File: config.mk
export PLATFORM = sky130hd
export DESIGN_NAME = arch_maptable
export DESIGN_NICKNAME = d
export VERILOG_FILES = /design/src/rtl/sys_defs.sv /design/src/rtl/arch_maptable_retire_merge.sv /design/src/rtl/arch_maptable.sv
export SDC_FILE = /design/constraint.sdc
export NUM_CORES = 1
export LEC_CHECK = 0
export CORE_UTILIZATION = 49
export CTS_BUF_LIST = sky130_fd_sc_hd__clkbuf_16
export CTS_CLUSTER_SIZE = 25
export DETAILED_ROUTE_END_ITERATION = 10
export PLACE_DENSITY = 0.78
export SLEW_MARGIN = 20
export SYNTH_ARGS = -nofsm -noshare
export SYNTH_HDL_FRONTEND = slang
export SYNTH_HIERARCHICAL = 1
export SYNTH_SLANG_ARGS = --single-unit
File: constraint.sdc
create_clock -name clk_i -period 2.3 [get_ports clk_i]
set_clock_uncertainty 0.2 [all_clocks]
set_input_delay 0.345 -clock clk_i [delete_from_list [all_inputs] [get_ports clk_i]]
set_output_delay 0.345 -clock clk_i [all_outputs]
set_load 0.005 [all_outputs]
File: src/rtl/sys_defs.sv
// -----------------------------------------------------------------------------
// sys_defs -- shared definitions for the architectural map table (AMT).
//
// Macros:
//   `RT_NUM        retire slots per cycle (slot 0 is oldest)
//   `MT_ENTRY      number of architectural registers
//   `TAG_IDX_WIDTH physical tag width
//
// Types:
//   ROB_AMT   one retire slot from the ROB: wr_en, arch_reg, phy_tag
//   AMT_ENTRY one committed mapping: amt_tag
//   AMT_FL    one freed tag toward the free list: valid, tag
//
// Optional feature macro used elsewhere: ARCH_MT_STAT_EN.
// -----------------------------------------------------------------------------
`ifndef RT_NUM
`define RT_NUM 2
`endif
`ifndef MT_ENTRY
`define MT_ENTRY 32
`endif
`ifndef TAG_IDX_WIDTH
`define TAG_IDX_WIDTH 6
`endif

package sys_defs;

    localparam int RT_NUM         = `RT_NUM;
    localparam int MT_ENTRY       = `MT_ENTRY;
    localparam int TAG_IDX_WIDTH  = `TAG_IDX_WIDTH;
    localparam int ARCH_IDX_WIDTH = $clog2(`MT_ENTRY);

    typedef struct packed {
        logic                      wr_en;
        logic [ARCH_IDX_WIDTH-1:0] arch_reg;
        logic [TAG_IDX_WIDTH-1:0]  phy_tag;
    } ROB_AMT;

    typedef struct packed {
        logic [TAG_IDX_WIDTH-1:0] amt_tag;
    } AMT_ENTRY;

    typedef struct packed {
        logic                     valid;
        logic [TAG_IDX_WIDTH-1:0] tag;
    } AMT_FL;

endpackage

File: src/rtl/arch_maptable_retire_merge.sv
// -----------------------------------------------------------------------------
// amt_retire_merge -- combinational application of one cycle's retirements to
// the stored architectural map table.
//
// Ports:
//   table_i    stored table (one AMT_ENTRY per arch register)
//   rob_amt_i  retire slots, slot 0 oldest
//   table_o    table with every enabled slot applied in order 0..C_RT_NUM-1
//   old_tag_o  per slot: mapping the slot's arch_reg held just before that
//              slot, i.e. after all older same-cycle slots were applied
// -----------------------------------------------------------------------------
module amt_retire_merge
    import sys_defs::*;
#(
    parameter int C_RT_NUM        = `RT_NUM,
    parameter int C_MT_ENTRY      = `MT_ENTRY,
    parameter int C_TAG_IDX_WIDTH = `TAG_IDX_WIDTH
) (
    input  AMT_ENTRY [C_MT_ENTRY-1:0]                     table_i,
    input  ROB_AMT   [C_RT_NUM-1:0]                       rob_amt_i,
    output AMT_ENTRY [C_MT_ENTRY-1:0]                     table_o,
    output logic     [C_RT_NUM-1:0][C_TAG_IDX_WIDTH-1:0]  old_tag_o
);

    AMT_ENTRY [C_MT_ENTRY-1:0] work;

    // Walk the slots oldest first on a working copy, so a younger slot that
    // hits the same register sees (and frees) the older slot's tag and the
    // youngest write is what remains.
    always_comb begin
        work      = table_i;
        old_tag_o = '0;
        for (int r = 0; r < C_RT_NUM; r++) begin
            old_tag_o[r] = work[rob_amt_i[r].arch_reg].amt_tag;
            if (rob_amt_i[r].wr_en) begin
                work[rob_amt_i[r].arch_reg].amt_tag = rob_amt_i[r].phy_tag;
            end
        end
        table_o = work;
    end

endmodule

File: src/rtl/arch_maptable.sv
// -----------------------------------------------------------------------------
// arch_maptable -- committed arch-reg -> phys-tag mapping (AMT).
//
// Written by the ROB at retirement. amt_o is the next-state table (stored
// table with this cycle's retirements applied) so a map-table rollback on the
// same edge picks up those retirements. Each superseded tag is sent to the
// free list one cycle after its retirement on amt_fl_o.
//
// Ports:
//   clk_i           clock, rising edge
//   rst_n_i         asynchronous active-low reset (table -> identity)
//   rollback_i      ROB flush pulse; does not change AMT contents
//   rob_amt_i       retire slots (wr_en, arch_reg, phy_tag), slot 0 oldest
//   amt_o           bypassed next-state table
//   amt_fl_o        registered freed tags, one per retire slot
//   retire_cnt_o    (ARCH_MT_STAT_EN only) total committed writes, wraps
//   rollback_cnt_o  (ARCH_MT_STAT_EN only) rollback cycles, wraps
//
// Optional feature macro: ARCH_MT_STAT_EN.
// -----------------------------------------------------------------------------
module arch_maptable
    import sys_defs::*;
#(
    parameter int C_RT_NUM         = `RT_NUM,
    parameter int C_MT_ENTRY       = `MT_ENTRY,
    parameter int C_TAG_IDX_WIDTH  = `TAG_IDX_WIDTH,
    parameter int C_ARCH_IDX_WIDTH = $clog2(C_MT_ENTRY)
) (
    input  logic                      clk_i,
    input  logic                      rst_n_i,
    input  logic                      rollback_i,
    input  ROB_AMT   [C_RT_NUM-1:0]   rob_amt_i,
    output AMT_ENTRY [C_MT_ENTRY-1:0] amt_o,
    output AMT_FL    [C_RT_NUM-1:0]   amt_fl_o
`ifdef ARCH_MT_STAT_EN
    ,
    output logic [31:0]               retire_cnt_o,
    output logic [15:0]               rollback_cnt_o
`endif
);

    AMT_ENTRY [C_MT_ENTRY-1:0]                    table_q;
    AMT_ENTRY [C_MT_ENTRY-1:0]                    table_d;
    AMT_FL    [C_RT_NUM-1:0]                      fl_q;
    AMT_FL    [C_RT_NUM-1:0]                      fl_d;
    logic     [C_RT_NUM-1:0][C_TAG_IDX_WIDTH-1:0] old_tag;

    amt_retire_merge #(
        .C_RT_NUM        (C_RT_NUM),
        .C_MT_ENTRY      (C_MT_ENTRY),
        .C_TAG_IDX_WIDTH (C_TAG_IDX_WIDTH)
    ) u_merge (
        .table_i   (table_q),
        .rob_amt_i (rob_amt_i),
        .table_o   (table_d),
        .old_tag_o (old_tag)
    );

    // Slots without wr_en report valid=0 and a zero tag.
    always_comb begin
        fl_d = '0;
        for (int r = 0; r < C_RT_NUM; r++) begin
            fl_d[r].valid = rob_amt_i[r].wr_en;
            fl_d[r].tag   = rob_amt_i[r].wr_en ? old_tag[r] : '0;
        end
    end

    // rollback_i deliberately has no effect here: the AMT is the committed
    // state that the speculative table restores from.
    always_ff @(posedge clk_i or negedge rst_n_i) begin
        if (!rst_n_i) begin
            for (int i = 0; i < C_MT_ENTRY; i++) begin
                table_q[i].amt_tag <= C_TAG_IDX_WIDTH'(i);
            end
            fl_q <= '0;
        end else begin
            table_q <= table_d;
            fl_q    <= fl_d;
        end
    end

    assign amt_o    = table_d;
    assign amt_fl_o = fl_q;

`ifdef ARCH_MT_STAT_EN
    logic [31:0] retire_cnt_q;
    logic [31:0] retire_cnt_d;
    logic [15:0] rollback_cnt_q;
    logic [15:0] rollback_cnt_d;

    always_comb begin
        retire_cnt_d = retire_cnt_q;
        for (int r = 0; r < C_RT_NUM; r++) begin
            if (rob_amt_i[r].wr_en) begin
                retire_cnt_d = retire_cnt_d + 32'd1;
            end
        end
        rollback_cnt_d = rollback_cnt_q + {15'd0, rollback_i};
    end

    always_ff @(posedge clk_i or negedge rst_n_i) begin
        if (!rst_n_i) begin
            retire_cnt_q   <= '0;
            rollback_cnt_q <= '0;
        end else begin
            retire_cnt_q   <= retire_cnt_d;
            rollback_cnt_q <= rollback_cnt_d;
        end
    end

    assign retire_cnt_o   = retire_cnt_q;
    assign rollback_cnt_o = rollback_cnt_q;
`endif

endmodule

==> results of run 1 <==
## cell families after synthesis
kind of cell | after synthesis | synth area share
simple gates | 371 | 0.137
mux | 247 | 0.249
flops | 206 | 0.392
compound gates | 379 | 0.175
buf+inv | 150 | 0.0466
## synthesized netlist by cell type (9+ instances only)
cell	n	area, um^2
buf_2	24	120
nor2_1	152	571
o221ai_1	11	96.3
a31oi_1	42	263
a221oi_1	12	105
nand2_1	77	289
a21boi_0	9	67.6
a211oi_1	78	586
a21oi_1	162	811
o21ai_0	30	150
and4b_1	9	90.1
clkbuf_1	111	417
nand3_1	30	150
mux2_2	73	822
dfrtp_1	126	3150
nor2_2	9	56.3
and3_1	29	181
mux2i_1	113	1130
dfstp_2	80	2100
and2_1	19	119
mux4_2	57	1280
## stage by stage
step	TNS (ns)	util	setup WS, ns
4_1_cts	-8.35	0.879	-0.187
3_5_place_dp	-218.97	0.692	-1.09
3_3_place_gp	-209.43	0.692	-1.06
2_1_floorplan	-2.75	-	-0.204
## repair_timing
item                       4_1_cts
setup endpoints to repair      198
hold endpoints to repair        81
pin swaps                      164
hold buffers                     3
resized for setup             1321
cloned                          15
setup buffers                  222
==> flow_summary.json, run 1 <==
{
  "status": "stopped before the end",
  "haltStage": "5_1_grt",
  "error_line": "[ERROR DPL-0038] Utilization greater than 100%, impossible to legalize",
  "dp_hpwl_mm": 42.5,
  "rows": 60,
  "die_h_um": 167,
  "dpl_cell_area_mm2": 0.0186,
  "clock-sinks": 206,
  "netlist_area_mm2": 0.0134,
  "root_buffer": "clkbuf_16",
  "synthCells": 1353,
  "worst_endpoint_kind": "top-level output",
  "htreeDepth": 1,
  "synth_ff_type": "dfrtp_1",
  "syn_area_per_cell_um2": 9.91,
  "synth_edf_count": 0,
  "ys_types": 49,
  "place_congestion": 1.05,
  "die_w_um": 167,
  "synthArstFlopShare": 1.00,
  "cts.path.max_buffers": 3,
  "synth-seq-area-share": 0.392,
  "cts_buffers": 23,
  "syn_nets": 1380,
  "grt_max_degree": 54,
  "ios": 233,
  "synth_warnings": 6,
  "crit_endpoint": "amt_o[20]",
  "start_util": 0.499,
  "place_inst": 2122,
  "port_buffers": 231,
  "synth_seq_cells": 206
}
==> run 2: changes to the inputs <==
- CORE_UTILIZATION: 49 -> 40
- CTS_BUF_LIST: sky130_fd_sc_hd__clkbuf_16 -> default
- CTS_CLUSTER_SIZE: 25 -> default
- PLACE_DENSITY: 0.78 -> default
- PLACE_DENSITY_LB_ADDON: default -> 0.15
- clock period: 2.3 -> 3 ns (I/O delays scaled with it)
==> flow_summary.json, run 2 <==
{
  "r2r-end": "amt_fl_o[10]",
  "start_kind": "input pin",
  "synth-seq-area-share": 0.392,
  "ff2ff_setup_slack_ns": 0.56,
  "port_buffers": 231,
  "ys_types": 49,
  "die_w_um": 185,
  "r2r_cells": 6,
  "wl_per_cell_um": 25.9,
  "start_util": 0.409,
  "setup_slack_ns": -0.0225,
  "clk_latency_ns": 0.53,
  "hold_viol": 0,
  "seqPwrFrac": 0.332,
  "min_period_over_period": 1.01,
  "fin_crit_ns": 3.02,
  "synth_edf_count": 0,
  "worstMarginPinSlew_ns": 0.803,
  "cts_buffers": 25,
  "arrival_ns": 2.37,
  "swShare": 0.332,
  "path_class": "input pin to output pin",
  "yosysTopAreaCell": "dfrtp_1",
  "fillers": 2580,
  "end_kind": "output pin",
  "nNetsFinal": 1950,
  "fp.dieArea_mm2": 0.0342,
  "power_mw": 13.1,
  "holdWs_ns": 0.229,
  "power_switching_mw": 4.36,
  "ios": 233,
  "crit_required_ns": 2.35,
  "clkTransAtPathRegs_ns": 0.06,
  "netlist_area_mm2": 0.0134,
  "coreArea_mm2": 0.0328,
  "p_int_mw": 8.77,
  "crit_slowest_cell": "clkdlybuf4s50_1",
  "status": "complete, but fails checks",
  "dp_slack_ns": -0.708,
  "drive_gt1_frac": 0.489,
  "diodes": 0,
  "grt_max_degree": 84,
  "place_inst": 2243,
  "irDropWorstVdd_v": 0.000525,
  "areaGrowthSynthToFinish_pct": 61.7,
  "grt_pass1_vias": 13800,
  "clkPwrFrac": 0.244,
  "largest_register_ffs": 192,
  "max_freq_mhz": 331,
  "cts.path.max_buffers": 3,
  "p_per_area_mw_per_mm2": 605,
  "dr.pass1.iters": 5,
  "drc": 0,
  "synthArstFlopShare": 1.00,
  "ant_nets": 0,
  "wl_mm": 61.7,
  "dp_hpwl_mm": 43.9,
  "grt_pass1_wl_mm": 89.5,
  "maxCapViolCount": 0,
  "antenna_found_initial": 0,
  "layout.cells.most_common_list": "buf_4, nor2_1, dfrtp_1",
  "cp.depth": 8,
  "crit_path_end": "amt_o[23]",
  "synth_top_cell_area_share": 0.235,
  "synth_warnings": 6,
  "synth.most_common_cell": "a21oi_1",
  "p_leak_nw": 10.1,
  "syn_area_per_cell_um2": 9.91,
  "vias": 14600,
  "grtUsageTotal": 0.355,
  "drtIter0Drc": 1622,
  "rsz0062_at_grt": "true",
  "synthTopCellsByArea": "dfrtp_1, dfstp_2, mux4_2",
  "synth_common_cells": "a21oi_1, nor2_1, dfrtp_1",
  "synthCells": 1353,
  "largest_register": "table_q",
  "cts_tree": "done",
  "critPathMaxStageDelay_ns": 0.53,
  "final_common_cell": "buf_4",
  "hold_depth": 3,
  "slew_headroom": 0.464,
  "place_congestion": 0.943,
  "synth_seq_cells": 206,
  "failed_checks": "negative setup slack",
  "worstHoldPathType": "input pin to flop",
  "die_h_um": 185,
  "rr_startpoint": "table_q[141]",
  "cp-startpoint": "rob_amt_i[19]",
  "slew_viol_final": 0,
  "critical_path.top_delay_family": "buffers and inverters",
  "critPathMaxFanout": 6,
  "htreeDepth": 1,
  "finalSetupViolCount": 2,
  "overflow": 0,
  "via_per_inst": 6.12,
  "syn_nets": 1380,
  "p_comb_frac": 0.425,
  "root_buffer": "clkbuf_16",
  "path_cells": "clkdlybuf4s50_1, buf_6, and3_4, buf_4, nand2_2, buf_2, a21oi_4, clkdlybuf4s50_1",
  "synth_ff_type": "dfrtp_1",
  "rows": 66,
  "final_cells": 2383,
  "crit_buf_inv": 5,
  "clock-sinks": 206,
  "cp_common_cell": "clkdlybuf4s50_1"
}
[run 2: tightest hold or removal path: stages]
cell	delay (ns)
dlygate4sd2_1	0.21
buf_6	0.13
buf_4	0.13
[run 2: metal layers]
layer,share of wire,global-route usage,vias up
met1,0.41,0.504,7224
met4,0.046,0.129,0
li1,-,-,6228
met3,0.11,0.0623,170
met2,0.44,0.539,965
met5,0,0,-
[run 2: worst min-delay path by stage]
stage | startpoint | to | slack, ns
floorplan | rst_n_i | amt_fl_o[0] | -0.05
global placement | rst_n_i | table_q[68] | 0.37
detailed placement | rst_n_i | table_q[68] | 0.37
CTS | rob_amt_i[23] | amt_fl_o[13] | 0.16
global route | rob_amt_i[11] | amt_fl_o[6] | 0.22
finish | rob_amt_i[11] | amt_fl_o[6] | 0.23
[run 2: power groups by stage]
stage,clock network [mW],logic [mW],registers (mW)
finish,3.20,5.57,4.35
global placement,0,5.23,4.29
detailed placement,0,5.28,4.29
floorplan,0,2.14,4.02
CTS,3.23,5.39,4.29
global route,3.35,5.87,4.41
[run 2: stage by stage]
step           area (um^2)  TNS [ns]   util
2_1_floorplan        13400         0      -
3_3_place_gp         18700    -88.77  0.571
3_5_place_dp         18700    -91.00  0.571
4_1_cts              21000   -0.0853  0.639
5_1_grt              21700    -0.446  0.661
6_report             21700   -0.0345  0.661
[run 2: layout make-up]
class	count	area (um^2)	share of cell area
multi-input cells	998	8790	0.406
repair buffers	687	6210	0.287
flip-flops and latches	206	5260	0.242
clock buffers	36	697	0.0321
well taps	442	553	0.0255
clock inverters	9	151	0.00698
inverters	5	18.8	0.000866
[run 2: kinds of logic (layout without fill, tap and decap cells)]
kind of cell,after synthesis,after routing,share of synthesized area
mux,247,247,0.249
simple gates,371,372,0.137
buf+inv,150,737,0.0466
flops,206,206,0.392
compound gates,379,379,0.175
[run 2: what timing repair did]
item	CTS	global route
hold buffers	1	0
endpoints found under the setup margin	198	96
gates resized for setup	457	157
cloned	2	3
hold endpoints to repair	46	0
setup buffers	62	27
pin swaps	63	18
Power figures use the tool's default switching activity.
==> run 3: changes to the inputs <==
- CTS_BUF_LIST: default -> sky130_fd_sc_hd__clkbuf_8
==> flow_summary.json, run 3 (same netlist as run 2, synthesis figures left out) <==
{
  "place_congestion": 0.943,
  "critPathMaxStageDelay_ns": 0.49,
  "slew_headroom": 0.461,
  "cts.path.max_buffers": 3,
  "end_kind": "output pin",
  "drc": 0,
  "p_leak_nw": 10.2,
  "fp.dieArea_mm2": 0.0342,
  "drive_gt1_frac": 0.487,
  "dpl_cell_area_mm2": 0.0187,
  "grtUsageTotal": 0.355,
  "hold_viol": 0,
  "place_inst": 2243,
  "grt_max_degree": 84,
  "crit_required_ns": 2.35,
  "path_class": "input pin to output pin",
  "vias": 14700,
  "fin_area_mm2": 0.0215,
  "grt_pass1_vias": 13800,
  "clock-sinks": 206,
  "failed_checks": "negative setup slack",
  "dr.pass1.iters": 6,
  "root_buffer": "clkbuf_8",
  "via_per_inst": 6.09,
  "maxCapViolCount": 0,
  "wl_mm": 61.7,
  "worstHoldPathType": "input pin to flop",
  "min_period_over_period": 1.01,
  "cp_common_cell": "buf_6",
  "p_per_area_mw_per_mm2": 594,
  "final_util": 0.657,
  "fillers": 2648,
  "nNetsFinal": 1963,
  "irDropWorstVdd_v": 0.000447,
  "slew_viol_final": 0,
  "htreeDepth": 2,
  "start_kind": "input pin",
  "path_cells": "dlygate4sd2_1, buf_6, buf_6, and4b_2, nand2_2, buf_6, mux2i_1, o21ai_1, buf_4, clkdlybuf4s50_1",
  "max_freq_mhz": 331,
  "cts_tree": "done",
  "port_buffers": 231,
  "status": "complete, but fails checks",
  "largest_register": "table_q",
  "grt_pass1_wl_mm": 89.2,
  "dp_slack_ns": -0.708,
  "ant_nets": 0,
  "clk_latency_ns": 0.58,
  "coreArea_mm2": 0.0328,
  "final_cells": 2411,
  "antenna_found_initial": 0,
  "worstMarginPinSlew_ns": 0.809,
  "areaGrowthSynthToFinish_pct": 60.7,
  "dp_hpwl_mm": 43.9,
  "diodes": 0,
  "clkTransAtPathRegs_ns": 0.05,
  "drtIter0Drc": 1751,
  "fin_crit_ns": 3.02,
  "final_common_cell": "buf_4",
  "ios": 233,
  "cts_buffers": 41,
  "arrival_ns": 2.37,
  "die_w_um": 185,
  "rows": 66,
  "setup_slack_ns": -0.0208,
  "die_h_um": 185,
  "finalSetupViolCount": 2,
  "overflow": 0,
  "critPathMaxFanout": 6,
  "wl_per_cell_um": 25.6,
  "crit_slowest_cell": "clkdlybuf4s50_1",
  "start_util": 0.409,
  "layout.cells.most_common_list": "buf_4, nor2_1, dfrtp_1",
  "largest_register_ffs": 192,
  "rsz0062_at_grt": "true"
}
run 3: cell types whose count changed in the layout (fill, tap and decap cells not counted), sizes merged:
cell           before  now
clkbuf             48   68
bufinv              4    0
dlygate4sd3         1    2
dlymetal6s2s       42   48
buf               460  456
inv                 5   23
clkdlybuf4s50      30   37
dlygate4sd2       125  110
and4bb              4    3
run 3: worst paths after layout:
kind,start,end,slack (ns),cells after the start
max in group asynchronous,rst_n_i,table_q[26],1.45,3
worst max-delay path,rob_amt_i[11],amt_o[87],-0.02,10
min in group asynchronous,rst_n_i,table_q[68],0.30,2
worst min register to register,table_q[74],table_q[74],0.40,2
worst min-delay path,rob_amt_i[23],amt_fl_o[7],0.11,2
worst max register to register,table_q[135],amt_fl_o[10],0.55,6
run 3: stage by stage:
stage	power [mW]	hold slack, ns	setup TNS [ns]
6_report	12.8	0.105	-0.0213
3_5_place_dp	9.57	0.373	-91.00
5_1_grt	13.3	0.0821	-0.331
3_3_place_gp	9.52	0.370	-88.77
4_1_cts	12.6	0.0881	-0.863
2_1_floorplan	6.16	-0.0456	0
run 3: what timing repair did:
action / in CTS / in global routing
hold endpoints to repair: 46 / 1
cloned: 3 / 3
setup endpoints to repair: 196 / 102
hold buffers: 1 / 1
buffers inserted: 57 / 28
pin swaps: 71 / 27
resized for setup: 415 / 178
run 3: final cells by class:
cell class / count / area (um^2) / area share
Tap cell: 442 / 553 / 0.0257
Clock buffer: 53 / 729 / 0.0339
Multi-Input combinational cell: 997 / 8710 / 0.404
Clock inverter: 23 / 95.1 / 0.00442
Sequential cell: 206 / 5260 / 0.244
Inverter: 5 / 18.8 / 0.000871
Timing Repair Buffer: 685 / 6180 / 0.287
run 3: power by group:
part           total (mW)  internal [mW]  switching [mW]
Clock                2.89           1.58            1.31
Combinational        5.56           3.09            2.47
Sequential           4.35           3.73           0.616
run 3: worst max-delay path, delay by kind of cell:
family	cells	cell delay, ns
AOI/OAI and AO/OA	1	0.12
buffers and inverters	6	1.23
muxes	1	0.11
and+or+nand+nor	2	0.43
run 3: routing by layer:
layer  track usage  vias to the layer above  share of wire
met3        0.0639                      158           0.11
li1              -                     6271              -
met1         0.502                     7255           0.41
met5             0                        -              0
met2         0.544                      996           0.44
met4         0.126                        0          0.039
==> run 4: changes to the inputs <==
- GPL_TIMING_DRIVEN: default -> 0
==> flow_summary.json, run 4 (same netlist as run 2, synthesis figures left out) <==
{
  "finalSetupViolCount": 3,
  "dp_slack_ns": -1.47,
  "slew_headroom": 0.318,
  "worstMarginPinSlew_ns": 1.02,
  "min_period_over_period": 1.07,
  "fp.dieArea_mm2": 0.0342,
  "clock-sinks": 206,
  "antenna_found_initial": 3,
  "p_leak_nw": 8.65,
  "drc": 0,
  "end_kind": "flop",
  "critPathMaxFanout": 10,
  "port_buffers": 219,
  "cts_tree": "done",
  "largest_register_ffs": 192,
  "clkTransAtPathRegs_ns": 0.06,
  "cts_buffers": 40,
  "irDropWorstVdd_v": 0.000371,
  "arrival_ns": 3.48,
  "vias": 13900,
  "final_common_cell": "nor2_1",
  "grt_pass1_wl_mm": 92.9,
  "fin_crit_ns": 3.22,
  "p_per_area_mw_per_mm2": 636,
  "die_h_um": 185,
  "dp_hpwl_mm": 48.2,
  "slew_viol_final": 0,
  "die_w_um": 185,
  "place_congestion": 1.02,
  "grtUsageTotal": 0.385,
  "holdWs_ns": -0.0226,
  "rsz0062_at_grt": "true",
  "ant_nets": 0,
  "largest_register": "table_q",
  "path_class": "input pin to flop",
  "status": "complete, but fails checks",
  "overflow": 0,
  "grt_max_degree": 74,
  "drive_gt1_frac": 0.391,
  "ios": 233,
  "grt_pass1_vias": 13400,
  "drtIter0Drc": 1795,
  "root_buffer": "clkbuf_8",
  "coreArea_mm2": 0.0328,
  "setup_slack_ns": -0.224,
  "areaGrowthSynthToFinish_pct": 44.5,
  "htreeDepth": 2,
  "clk_latency_ns": 0.59,
  "p_int_mw": 7.94,
  "layout.cells.most_common_list": "nor2_1, dfrtp_1, clkdlybuf4s50_1",
  "clkPwrFrac": 0.231,
  "via_per_inst": 6.45,
  "start_kind": "input pin",
  "start_util": 0.409,
  "nNetsFinal": 1699,
  "ff2ff_setup_slack_ns": 0.36,
  "cts.path.max_buffers": 3,
  "maxCapViolCount": 0,
  "power_switching_mw": 4.36,
  "p_comb_frac": 0.417,
  "failed_checks": "negative hold slack, negative setup slack",
  "wl_per_cell_um": 30.8,
  "final_util": 0.591,
  "worstHoldPathType": "input pin to flop",
  "max_freq_mhz": 310,
  "seqPwrFrac": 0.352,
  "crit_required_ns": 3.26,
  "hold_viol": 6,
  "dr.pass1.iters": 6,
  "rows": 66,
  "wl_mm": 66.1,
  "swShare": 0.355
}
-- run 4: worst paths after layout --
path | start | to | cells past startpoint
min in group asynchronous | rst_n_i | table_q[62] | 2
worst max-delay path | rob_amt_i[18] | amt_fl_o[7] | 7
max in group asynchronous | rst_n_i | table_q[134] | 3
worst min register to register | table_q[26] | table_q[26] | 2
worst min-delay path | rob_amt_i[11] | amt_fl_o[0] | 2
worst max register to register | table_q[138] | amt_fl_o[7] | 5
-- run 4: worst max-delay path: stages --
cell and delay (ns):
clkbuf_8 0.19, clkbuf_1 0.54, clkbuf_1 0.62, a221oi_1 0.29, nor4_1 0.76, o2111ai_1 0.36
and2_1 0.27
-- run 4: layer usage --
layer  vias to the layer above  part of all wire  global-route usage
met5                         -           0.00020                   0
met4                         2             0.054               0.186
met3                       216              0.11               0.102
met2                       921              0.43               0.560
met1                      6969              0.41               0.529
li1                       5748                 -                   -
-- run 4: power by group through the flow --
stage | clock (mW) | sequential, mW | combinational [mW]
final | 2.84 | 4.33 | 5.13
after global routing | 3.03 | 4.38 | 5.38
after CTS | 2.88 | 4.29 | 4.93
after detailed placement | 0 | 4.30 | 4.58
after global placement | 0 | 4.31 | 4.57
after floorplan | 0 | 4.02 | 2.14
-- run 4: what timing repair did --
item,in CTS,in global routing
setup endpoints to repair,204,164
hold buffers,2,1
buffers inserted,49,13
gates resized for setup,434,197
pin swaps,72,49
gates cloned,1,1
hold endpoints to repair,49,7
-- run 4: metrics by stage --
| stage | instance area, um^2 | power (mW) | hold slack [ns] | setup TNS [ns] | cells |
|---|---|---|---|---|---|
| final | 19400 | 12.3 | -0.0226 | -0.255 | 2148 |
| after CTS | 18600 | 12.1 | 0.00429 | -0.0348 | 2132 |
| after floorplan | 13400 | 6.16 | -0.0456 | 0 | 1353 |
| after global placement | 16100 | 8.87 | 0.383 | -1638.97 | 2014 |
| after global routing | 19400 | 12.8 | -0.0375 | -0.122 | 2146 |
| after detailed placement | 16200 | 8.88 | 0.240 | -216.26 | 2016 |
-- run 4: layout make-up --
cell class,count,area [um^2]
Clock inverter,23,100
Multi-Input combinational cell,997,8720
Inverter,5,18.8
Fill cell,2879,13400
Buffer,134,1010
Timing Repair Buffer,288,3000
Tap cell,442,553
Antenna cell,2,5.00
Sequential cell,206,5260
Clock buffer,51,702
